## config.mk

```make
export PLATFORM = sky130hd
export DESIGN_NAME = mmc1_host_writer
export DESIGN_NICKNAME = d
export VERILOG_FILES = /design/src/rtl/mmc1_host_writer.sv
export SDC_FILE = /design/constraint.sdc
export NUM_CORES = 1
export LEC_CHECK = 0
export BUFFER_PORTS_ARGS = -buffer_cell sky130_fd_sc_hd__clkbuf_2
export CAP_MARGIN = 20
export CORE_ASPECT_RATIO = 0.6
export CORE_MARGIN = 10
export CORE_UTILIZATION = 63
export CTS_CLUSTER_SIZE = 25
export DETAILED_ROUTE_END_ITERATION = 10
export PLACE_DENSITY = 0.84
export SLEW_MARGIN = 20
export SYNTH_ARGS = -nofsm -noshare
export SYNTH_HDL_FRONTEND = slang
export SYNTH_SLANG_ARGS = --single-unit
```

## constraint.sdc

```tcl
create_clock -name CLK -period 6.9 [get_ports CLK]
set_input_delay 0 -clock CLK [delete_from_list [all_inputs] [get_ports CLK]]
set_output_delay 0 -clock CLK [all_outputs]
set_load 0.05 [all_outputs]
```

## src/rtl/mmc1_host_writer.sv

```systemverilog
// CPU-side initiator for the MMC1 serial register-load protocol.
// Queued commands become five LSB-first D0 writes or a single D7=1 reset write.
module mmc1_host_writer #(
    parameter int unsigned GAP_CYCLES = 1,
    parameter int unsigned FIFO_DEPTH = 4
) (
    input  logic       CLK,
    input  logic       RES,
    input  logic       cmd_valid,
    output logic       cmd_ready,
    input  logic       cmd_reset,
    input  logic [1:0] cmd_reg,
    input  logic [4:0] cmd_data,
    output logic       busy,
    output logic       done,
    output logic [7:0] cmd_count,
    output logic       nROMSEL,
    output logic       CPU_RnW,
    output logic       CPU_D0,
    output logic       CPU_D7,
    output logic       CPU_A13,
    output logic       CPU_A14
);

    localparam int unsigned AW = $clog2(FIFO_DEPTH);
    localparam logic [3:0] GAP_LOAD = 4'(GAP_CYCLES - 1);
    localparam logic [AW:0] FULL_FILL = (AW + 1)'(FIFO_DEPTH);

    typedef enum logic [1:0] {
        IDLE,
        WRITE,
        GAP
    } state_t;

    // entry layout: {reset, reg[1:0], data[4:0]}
    logic [7:0]    fifo_mem [FIFO_DEPTH];
    logic [AW-1:0] wr_ptr, rd_ptr;
    logic [AW:0]   fill;
    logic          full, empty, push, pop;

    state_t      state, state_n;
    logic [7:0]  cur, cur_n;
    logic [2:0]  bit_idx, bit_n;
    logic [3:0]  gap_cnt, gap_n;
    logic        done_n;

    assign full      = (fill == FULL_FILL);
    assign empty     = (fill == '0);
    assign cmd_ready = ~full;
    assign push      = cmd_valid & ~full;
    assign busy      = (state != IDLE) | ~empty;

    always_ff @(posedge CLK) begin
        if (push) fifo_mem[wr_ptr] <= {cmd_reset, cmd_reg, cmd_data};
    end

    always_ff @(posedge CLK or posedge RES) begin
        if (RES) begin
            wr_ptr <= '0;
            rd_ptr <= '0;
            fill   <= '0;
        end else begin
            if (push) wr_ptr <= wr_ptr + 1'b1;
            if (pop)  rd_ptr <= rd_ptr + 1'b1;
            case ({push, pop})
                2'b10:   fill <= fill + 1'b1;
                2'b01:   fill <= fill - 1'b1;
                default: fill <= fill;
            endcase
        end
    end

    always_comb begin
        state_n = state;
        cur_n   = cur;
        bit_n   = bit_idx;
        gap_n   = gap_cnt;
        done_n  = 1'b0;
        pop     = 1'b0;
        case (state)
            IDLE: begin
                if (!empty) begin
                    pop     = 1'b1;
                    cur_n   = fifo_mem[rd_ptr];
                    bit_n   = '0;
                    state_n = WRITE;
                end
            end
            WRITE: begin
                gap_n   = GAP_LOAD;
                state_n = GAP;
            end
            GAP: begin
                if (gap_cnt != '0) begin
                    gap_n = gap_cnt - 1'b1;
                end else if (!cur[7] && bit_idx != 3'd4) begin
                    bit_n   = bit_idx + 1'b1;
                    state_n = WRITE;
                end else begin
                    // completion can chain straight into the next queued command
                    done_n = 1'b1;
                    if (!empty) begin
                        pop     = 1'b1;
                        cur_n   = fifo_mem[rd_ptr];
                        bit_n   = '0;
                        state_n = WRITE;
                    end else begin
                        state_n = IDLE;
                    end
                end
            end
            default: state_n = IDLE;
        endcase
    end

    always_ff @(posedge CLK or posedge RES) begin
        if (RES) begin
            state     <= IDLE;
            cur       <= '0;
            bit_idx   <= '0;
            gap_cnt   <= '0;
            done      <= 1'b0;
            cmd_count <= '0;
        end else begin
            state     <= state_n;
            cur       <= cur_n;
            bit_idx   <= bit_n;
            gap_cnt   <= gap_n;
            done      <= done_n;
            cmd_count <= cmd_count + {7'b0, done_n};
        end
    end

    // bus re-registered on the falling edge so it holds through the high phase
    always_ff @(negedge CLK or posedge RES) begin
        if (RES) begin
            nROMSEL <= 1'b1;
            CPU_RnW <= 1'b1;
            CPU_D0  <= 1'b0;
            CPU_D7  <= 1'b0;
            CPU_A13 <= 1'b0;
            CPU_A14 <= 1'b0;
        end else if (state == WRITE) begin
            nROMSEL <= 1'b0;
            CPU_RnW <= 1'b0;
            CPU_D0  <= cur[7] ? 1'b0 : cur[bit_idx];
            CPU_D7  <= cur[7];
            CPU_A13 <= cur[5];
            CPU_A14 <= cur[6];
        end else begin
            nROMSEL <= 1'b1;
            CPU_RnW <= 1'b1;
            CPU_D0  <= 1'b0;
            CPU_D7  <= 1'b0;
            CPU_A13 <= 1'b0;
            CPU_A14 <= 1'b0;
        end
    end

endmodule

```

==> results.md <==
* Warnings from Yosys at 0
* Crit path cell chain: mux4_2, o21ai_1, nor3_1
* Layout cells sized above 1 at between 20% and 30%
* WP depth at 3
* Port bufs at 27
* Critical path buffers and inverters at 0
* # nets final at ~260
* Initial Utilization at around two thirds
* Gpl congestion at 0.760
* Die height at ~73 microns
* Vias in the first global route at 1778
* Final antenna-violating net count at 0
* Final setup skew at about 0.04 ns
* Origin of the critical flop-to-flop path: bit_idx[1]
* Synthesized Nets at about 220
* CTS tree: done
* Hold violation count in the final report at 0
* Seq/Total Area, Yosys at between 60% and 70%
* Unique masters post-synth at 44
* Htree depth at 3
* # IOs at 28
* Drt wl/cell at about 18 microns
* Critical Path Sink: CPU_D0
* Synth Register Bits at 70
* Final core utilization at between 70% and 80%
* CP Data Arrival Time at between 1 and 1.5 ns
* Critical path's slowest cell: mux4_2
* Initial DRC count at 96
* Worst slack, placed at approximately 2.1 ns
* Layout area overhead at 16.5%
* Initial antenna violation count at 0
* Antenna diodes at 0
* DR vias/cell at 5.52
* Sequential cell area at approximately 1900 sq um
* Worst-path clk slew at ~0.070 ns
* CTS Buf Count at 9
* Slew @ Worst Pin at approximately 0.61 ns
* Slew HR at 59.0%
* Critical Path RT at 3.61 ns
* Min-Delay Startpoint: cmd_valid
* Post-synth ARST share at around 54%
* Final WS setup at ~2.1 ns
* Drt first pass iters at 4
* Largest net degree at the start of global routing at 39
* Critical path launch point type: flip-flop
* Die width at about 110 microns
* Reg2Reg Capture Point: CPU_D0
* # fillers at between 200 and 300
* WL final at between 5000 and 6000 microns
* # setup viols final at 0
* Via Count at roughly 1700
* Syn avg cell area at around 15 sq um
* Max cap viols at 0
* Outcome: finished, final reports clean
* Die area at between 7000 and 8000 sq um
* Core ar. at ~4600 sq um
* VDD IR max at between 0.2 and 0.3 mV
* RSZ-0062 raised after global routing: no
* DRC at 0
* CP top delay family: multiplexers
* Row count at 19
* EDFF count, synth at 32
* CTS root buffer: clkbuf_8
* Crit end category: flip-flop
* Setup Buffers After CTS at 0
* Gr usage total at roughly 15%
* Hold/Removal Path Class: input pin to flip-flop
* Netlist Area Pre-Place at between 2000 and 3000 sq um
* Power per cell area at 460 nW/um^2
* Clk Latency, worst-skew pair at 0.37 ns
* CTS max path bufs at 2
* Post-DP HPWL at roughly 3800 microns
* Syn Inst Count at between 150 and 200
* Clk sinks at 70
* CP startpoint: bit_idx[1]
* Predominant post-synthesis flop cell: dfrtp_1
* Worst r2r path cells at 3
* Global route overflow at 0
* Max stage delay on crit path at between 0.5 and 0.6 ns
* Multi-input gate area at 988 sq um
* Design Power at about 1.6 mW
* CP Max Fanout at 5
* Type of the worst setup path: flip-flop to flip-flop
* First-pass GRT wire length at 9050 microns
* Setup TNS at 0 ns
* LEAKAGE at approximately 1.5 nW
* R2r setup slk at about 2.1 ns
* Pins Over Slew Limit at 0
metrics by stage:
step / hold WS [ns] / instance area, sq um / std cells
floorplan: 0.0989 / 2970 / 194
detailed placement: 0.120 / 3170 / 280
finish: 0.0455 / 3460 / 305
global placement: 0.111 / 3170 / 280
global route: 0.0744 / 3460 / 305
CTS: 0.0276 / 3460 / 305
worst min path at each step:
stage	end	slack (ns)	cells past startpoint
2_1_floorplan	fifo_mem[0][0]	0.1	0
3_3_place_gp	cmd_count[2]	0.11	3
3_5_place_dp	cmd_count[0]	0.12	3
4_1_cts	wr_ptr[0]	0.03	3
5_1_grt	wr_ptr[0]	0.07	3
6_report	wr_ptr[0]	0.05	3
area by class of cell:
class                      count  share of cell area [%]
inverter                      12                    1.30
multi-input combinational    106                    28.5
sequential                    70                    55.2
timing repair buffer          37                    6.72
clock inverter                 8                    2.38
tap                           63                    2.28
clock buffer                   9                    3.58
repair_timing:
item | 4_1_cts | 5_1_grt
hold endpoints to repair | 65 | 0
hold buffers | 9 | 0
resized for setup | 0 | 0
worst reg2reg max path, stage by stage (launching register included):
cell	delay, ns
dfrtp_1	0.43
mux4_2	0.52
o21ai_1	0.15
nor3_1	0.07
Yosys cell counts (3+ instances only):
master,instances,area [sq um]
inv_1,12,45.0
dfrtp_1,33,826
dfrtn_1,4,100
mux4_2,9,203
a21oi_1,3,15.0
ha_1,10,125
nor2_1,7,26.3
mux2i_1,4,40.0
nor3_1,3,15.0
nand2_1,9,33.8
xor2_1,6,52.6
and2_1,3,18.8
xnor2_1,7,61.3
and3_1,5,31.3
mux2_4,8,120
nand3_1,8,40.0
nor2b_1,3,18.8
edfxtp_1,32,961
state kept, by name, summed over array words and instances (netlist names):
| register | flops |
|---|---|
| fifo_mem | 32 |
| cmd_count | 8 |
| cur | 8 |
| gap_cnt | 4 |
| bit_idx | 3 |
| fill | 3 |
| rd_ptr | 2 |
| state | 2 |
| wr_ptr | 2 |
| CPU_A13 | 1 |
| CPU_A14 | 1 |
| CPU_D0 | 1 |
| CPU_D7 | 1 |
| CPU_RnW | 1 |
| done | 1 |
report_power, final:
part / total (mW) / internal (mW) / switching [mW] / leakage (nW)
Sequential: 0.687 / 0.570 / 0.118 / 0.772
Combinational: 0.577 / 0.250 / 0.328 / 0.620
Clock: 0.328 / 0.183 / 0.145 / 0.103
Total: 1.59 / 1.00 / 0.590 / 1.49
metal layers:
metal  global-route usage, %  vias up  share of wire [%]
li1                        -      785                  -
met4                    4.80        0               0.55
met3                    4.32        4                4.3
met1                    18.4      855                 43
met5                       0        -                  0
met2                    24.7       41                 52
placed cells by master (no fill, tap or decap), types with 9 or more instances in the layout:
cell type / count
clkbuf_2: 27
clkbuf_8: 9
dfrtp_1: 33
dlygate4sd3_1: 9
edfxtp_1: 32
ha_1: 10
inv_1: 12
mux4_2: 9
nand2_1: 9
logic make-up (layout without fill, tap and decap cells):
| group | after synthesis | count (layout) | share of synthesized area (%) |
|---|---|---|---|
| adder cells (fa/ha/maj) | 11 | 11 | 4.88 |
| XOR/XNOR | 13 | 13 | 3.83 |
| AND/OR/NAND/NOR | 46 | 46 | 8.37 |
| AO/OA/AOI/OAI | 14 | 14 | 3.58 |
| multiplexers | 22 | 22 | 12.6 |
| flip-flops | 70 | 70 | 64.3 |
| buffers and inverters | 18 | 66 | 2.44 |
(Power assumes the default switching activity.)
